==> src/rtl/pipe_hazard_ctrl.sv <==
// Decode-side interlock: tracks in-flight destinations, stalls load-use, selects forwarding sources.
// Latency: stall/issue/fwd are combinational from tracked entries and decode inputs; entries shift every clk.
// Backpressure: stall holds PC/IFID and injects a bubble; flush overrides stall and kills the EX occupant.
module pipe_hazard_ctrl #(
  parameter int STAGES      = 3,
  parameter int REG_AW      = 4,
  parameter int LOAD_LAT    = 1,
  parameter int FLUSH_DEPTH = 1,
  parameter int ZERO_REG    = 1,
  parameter int SEL_W       = $clog2(STAGES + 1)
) (
  input  logic              clk,
  input  logic              rst,
  input  logic              id_valid,
  input  logic [REG_AW-1:0] id_rs,
  input  logic [REG_AW-1:0] id_rt,
  input  logic              id_rs_used,
  input  logic              id_rt_used,
  input  logic [REG_AW-1:0] id_rd,
  input  logic              id_we,
  input  logic              id_load,
  input  logic              flush,
  output logic              stall,
  output logic              issue,
  output logic [SEL_W-1:0]  fwd_rs,
  output logic [SEL_W-1:0]  fwd_rt,
  output logic [15:0]       stall_cnt,
  output logic [15:0]       flush_cnt
);

  // One tracked in-flight instruction: entry 0 shadows IDEX, entry STAGES-1 shadows the WB register.
  typedef struct packed {
    logic              v;
    logic [REG_AW-1:0] rd;
    logic              we;
    logic              ld;
  } ent_t;

  ent_t ent_q [STAGES];
  ent_t ent_d [STAGES];
  logic haz_rs;
  logic haz_rt;

  // A source hits an entry only if that entry really writes the register the source really reads.
  function automatic logic src_match(input ent_t e, input logic [REG_AW-1:0] s, input logic used);
    return e.v & e.we & (e.rd == s) & used & ~((ZERO_REG != 0) & (s == '0));
  endfunction

  // Scan oldest to youngest so the youngest producer overwrites; a hazard is judged only on that producer.
  always_comb begin
    fwd_rs = '0;
    fwd_rt = '0;
    haz_rs = 1'b0;
    haz_rt = 1'b0;
    for (int i = STAGES - 1; i >= 0; i--) begin
      if (src_match(ent_q[i], id_rs, id_rs_used)) begin
        fwd_rs = SEL_W'(i + 1);
        haz_rs = ent_q[i].ld & (i < LOAD_LAT);
      end
      if (src_match(ent_q[i], id_rt, id_rt_used)) begin
        fwd_rt = SEL_W'(i + 1);
        haz_rt = ent_q[i].ld & (i < LOAD_LAT);
      end
    end
  end

  // Flush wins over stall; either one keeps the decode instruction out of entry 0.
  always_comb begin
    stall = id_valid & (haz_rs | haz_rt) & ~flush;
    issue = id_valid & ~stall & ~flush;
  end

  // Next tracking contents: new instruction (or bubble) enters, everything ages, flush kills the young end.
  always_comb begin
    ent_d[0] = '{v: issue, rd: id_rd, we: id_we, ld: id_load};
    for (int i = 1; i < STAGES; i++) begin
      ent_d[i] = ent_q[i-1];
      if (flush && (i <= FLUSH_DEPTH)) begin
        ent_d[i].v = 1'b0;
      end
    end
  end

  // Tracking register: the downstream pipeline never freezes, so it shifts every cycle.
  always_ff @(posedge clk) begin
    for (int i = 0; i < STAGES; i++) begin
      if (rst) begin
        ent_q[i] <= '0;
      end else begin
        ent_q[i] <= ent_d[i];
      end
    end
  end

  // Saturating event counters for stall and flush cycles.
  always_ff @(posedge clk) begin
    if (rst) begin
      stall_cnt <= '0;
      flush_cnt <= '0;
    end else begin
      if (stall && (stall_cnt != 16'hFFFF)) begin
        stall_cnt <= stall_cnt + 16'd1;
      end
      if (flush && (flush_cnt != 16'hFFFF)) begin
        flush_cnt <= flush_cnt + 16'd1;
      end
    end
  end

endmodule

==> config.mk <==
export PLATFORM = sky130hd
export DESIGN_NAME = pipe_hazard_ctrl
export DESIGN_NICKNAME = d
export VERILOG_FILES = /design/src/rtl/pipe_hazard_ctrl.sv
export SDC_FILE = /design/constraint.sdc
export NUM_CORES = 1
export LEC_CHECK = 0
export CAP_MARGIN = 5
export CORE_MARGIN = 2
export CORE_UTILIZATION = 25
export DETAILED_ROUTE_END_ITERATION = 10
export GPL_ROUTABILITY_DRIVEN = 0
export GPL_TIMING_DRIVEN = 0
export MAX_ROUTING_LAYER = met4
export SLEW_MARGIN = 5
export SYNTH_ARGS = -nofsm -noshare
export SYNTH_HDL_FRONTEND = slang
export SYNTH_SLANG_ARGS = --single-unit
==> constraint.sdc <==
create_clock -name clk -period 4.54 [get_ports clk]
set_input_delay 0.454 -clock clk [delete_from_list [all_inputs] [get_ports clk]]
set_output_delay 0.454 -clock clk [all_outputs]
set_load 0.005 [all_outputs]
==> flow_summary_export.csv <==
group,metric,value,unit
outcome,status,"finished, final reports clean",
detailed_routing,viasPerCell,4.67,
timing,slew-limit-headroom,0.615,
finish,fillerInstances,1017,
clock_tree,cts.sinks,51,
detailed_routing,routed_wl,6130,um
min_path,hold_path.class,"flop to flop",
placed_design,portBuffers,56,
power,power_density,260,mW/mm^2
timing,rsz0062_at_grt,"no",
worst_setup_path,crit_chain,"clkdlybuf4s50_1 > o41a_2 > nand4_1 > or4_1 > clkbuf_1 > and2_4 > buf_6 > buf_2 > inv_1 > a21oi_1 > clkdlybuf4s50_1",
clock_tree,clk_pin_slew,100,ps
placed_design,place_ws,569,ps
worst_setup_path,cp_data_arrival_time,3510,ps
timing,finalCritPeriodShare,0.874,
die,num_rows,36,
yosys,avgSynthCellArea,8.82,um^2
timing,drv_slew,0,
worst_setup_path,cp_max_fo,10,
worst_setup_path,worstPathRequired,4090,ps
finish,drive_above_1_share,0.0466,
timing,final.setup.tns,0,ps
clock_tree,clock_latency,310,ps
finish,layout.nets,364,
global_routing,grt_start_max_net_pins,18,
die,coreArea,0.00964,mm^2
timing,setup_viol,0,
placed_design,dp_hpwl,4610,um
power,p_leak,0.00112,uW
yosys,ys_types,36,
timing,final_hold_viol_count,0,
yosys,syn_inst,279,
detailed_routing,wl_per_cell,12.9,um
clock_tree,numCtsBuffers,5,
timing,fin_skew,7.02,ps
global_routing,antenna_found_initial,0,
die,die-area,0.0106,mm^2
clock_tree,post-cts-setup-buffers,0,
power,peakVddDrop,0.121,mV
clock_tree,clock_path_buffers,2,
die,ioPinCount,58,
detailed_routing,drcViolationCount,0,
global_routing,grt_pass1_vias,2148,
clock_tree,clock-root-buffer,"clkbuf_8",
min_path,min-delay-start,"ent_q[1][1]",
global_routing,gr-total-overflow,0,
yosys,ys_seq_elements,51,
clock_tree,ctsResizeCount,0,
yosys,syn_nets,301,
detailed_routing,first_iter_violations,73,
yosys,netlist_area,0.00246,mm^2
worst_setup_path,startpoint,"id_rt[1]",
finish,fin_area,0.00330,mm^2
yosys,ys_seq_area_frac,0.415,
finish,area_growth,34.2,%
finish,antenna_cells,0,
worst_setup_path,crit_top_cell,"clkdlybuf4s50_1",
worst_setup_path,end_kind,"primary output",
job,cap_viol_max_count,0,
finish,utilization,0.343,
global_routing,grt_use_total,0.123,
clock_tree,hold_buffers,0,
die,die_h,103,um
timing,fmax,252,MHz
global_routing,grt_pass1_wl,10200,um
worst_setup_path,critical_path_class,"primary input to primary output",
yosys,yosys_warnings,0,
clock_tree,cts_tree,"yes",
placed_design,placed_area,0.00319,mm^2
detailed_routing,antenna_left,0,
detailed_routing,drt-pass1-iter-count,4,
worst_setup_path,slowest_delay,580,ps
timing,worstMarginPinSlew,577,ps
die,dieWidth,103,um
timing,fin_ws,571,ps
clock_tree,htreeDepth,2,
timing,fin_crit,3970,ps
detailed_routing,vias,2222,
worst_setup_path,crit_slowest_cell,"o41a_2",
worst_setup_path,crit_path_start_kind,"primary input",
die,initial_core_util,0.255,
worst_setup_path,r2r_start,"ent_q[0][2]",
[routing by layer]
layer,wire [um],part of all wire,GRT usage,vias to the layer above
met5,0,0,-,-
met4,35,0.0057,0.0324,0
met3,261,0.043,0.0296,6
met2,2960,0.48,0.197,43
met1,2880,0.47,0.158,1056
li1,-,-,-,1117
[stage by stage]
step | instances | hold slack, ps | power [uW]
5_1_grt | 476 | 480 | 893
2_1_floorplan | 279 | 438 | 504
6_report | 476 | 469 | 857
4_1_cts | 476 | 471 | 872
3_5_place_dp | 468 | 456 | 541
3_3_place_gp | 468 | 448 | 540
[cell type report]
class	instances	area, um^2	area share
well taps	133	166	0.0504
clock inverters	3	46.3	0.0140
plain buffers	13	58.8	0.0178
multi-input cells	213	1370	0.416
repair buffers	56	561	0.170
clock buffers	5	68.8	0.0208
flip-flops and latches	51	1020	0.309
inverters	2	7.51	0.00227
[registers in the layout (all words and copies together) (netlist names)]
| signal | flops |
|---|---|
| flush_cnt | 16 |
| stall_cnt | 16 |
| ent_q | 19 |
[synthesized netlist by cell type, drive strengths merged]
master | count | share of area
nand4 | 14 | 0.036
a21oi | 17 | 0.035
or2 | 1 | 0.0025
and3 | 9 | 0.023
a21o | 1 | 0.0031
a31oi | 3 | 0.0076
dfxtp | 51 | 0.42
or4 | 7 | 0.021
o41a | 2 | 0.0097
a211oi | 5 | 0.015
nand2 | 14 | 0.021
nor2b | 17 | 0.043
clkbuf | 10 | 0.015
nor4 | 1 | 0.0025
inv | 2 | 0.0031
a21boi | 2 | 0.0061
nor2 | 21 | 0.032
and2 | 7 | 0.019
ha | 2 | 0.010
or3b | 1 | 0.0036
xor2 | 22 | 0.078
a31o | 1 | 0.0036
o31ai | 4 | 0.012
o21ai | 7 | 0.014
buf | 3 | 0.0086
nand3 | 14 | 0.028
nor3 | 4 | 0.0081
and4 | 8 | 0.028
a2111oi | 1 | 0.0036
nor3b | 2 | 0.0061
nand2b | 2 | 0.0051
xnor2 | 18 | 0.064
or3 | 6 | 0.015
[where the power goes]
group          switching, uW  internal, uW
clock                    162           166
combinational           30.6          35.6
sequential              7.47           455
total                    200           657
[placed cells by master (no fill, tap or decap), types with 3 or more instances in the layout]
cell,count
a211oi_1,5
a21oi_1,17
a31oi_1,3
and2_1,6
and3_1,9
and4_1,8
clkbuf_1,10
clkbuf_8,5
clkdlybuf4s50_1,56
dfxtp_1,51
nand2_1,14
nand3_1,14
nand4_1,14
nor2_1,21
nor2b_1,17
nor3_1,4
o21ai_0,7
o31ai_1,4
or3_1,6
or4_1,7
xnor2_1,18
xor2_1,22
[cells by family after synthesis]
logic type,after synthesis,share of synthesized area
xor gates and xnor gates,40,0.142
adders and majority gates,2,0.0102
DFF,51,0.415
buffers and inverters,15,0.0270
AOI/OAI and AO/OA,43,0.110
and+or+nand+nor,128,0.296
[final timing paths]
kind | endpoint | slack [ps] | depth (start not counted)
max | issue | 570 | 11
min | ent_q[2][1] | 470 | 1
max reg2reg | stall_cnt[13] | 2270 | 8
min reg2reg | ent_q[2][1] | 470 | 1
[worst max-delay path: cells and delay by family]
| kind | cells | cell delay [ps] |
|---|---|---|
| compound gates | 2 | 820 |
| simple gates | 3 | 430 |
| buf+inv | 6 | 1800 |
Power figures use the tool's default switching activity.
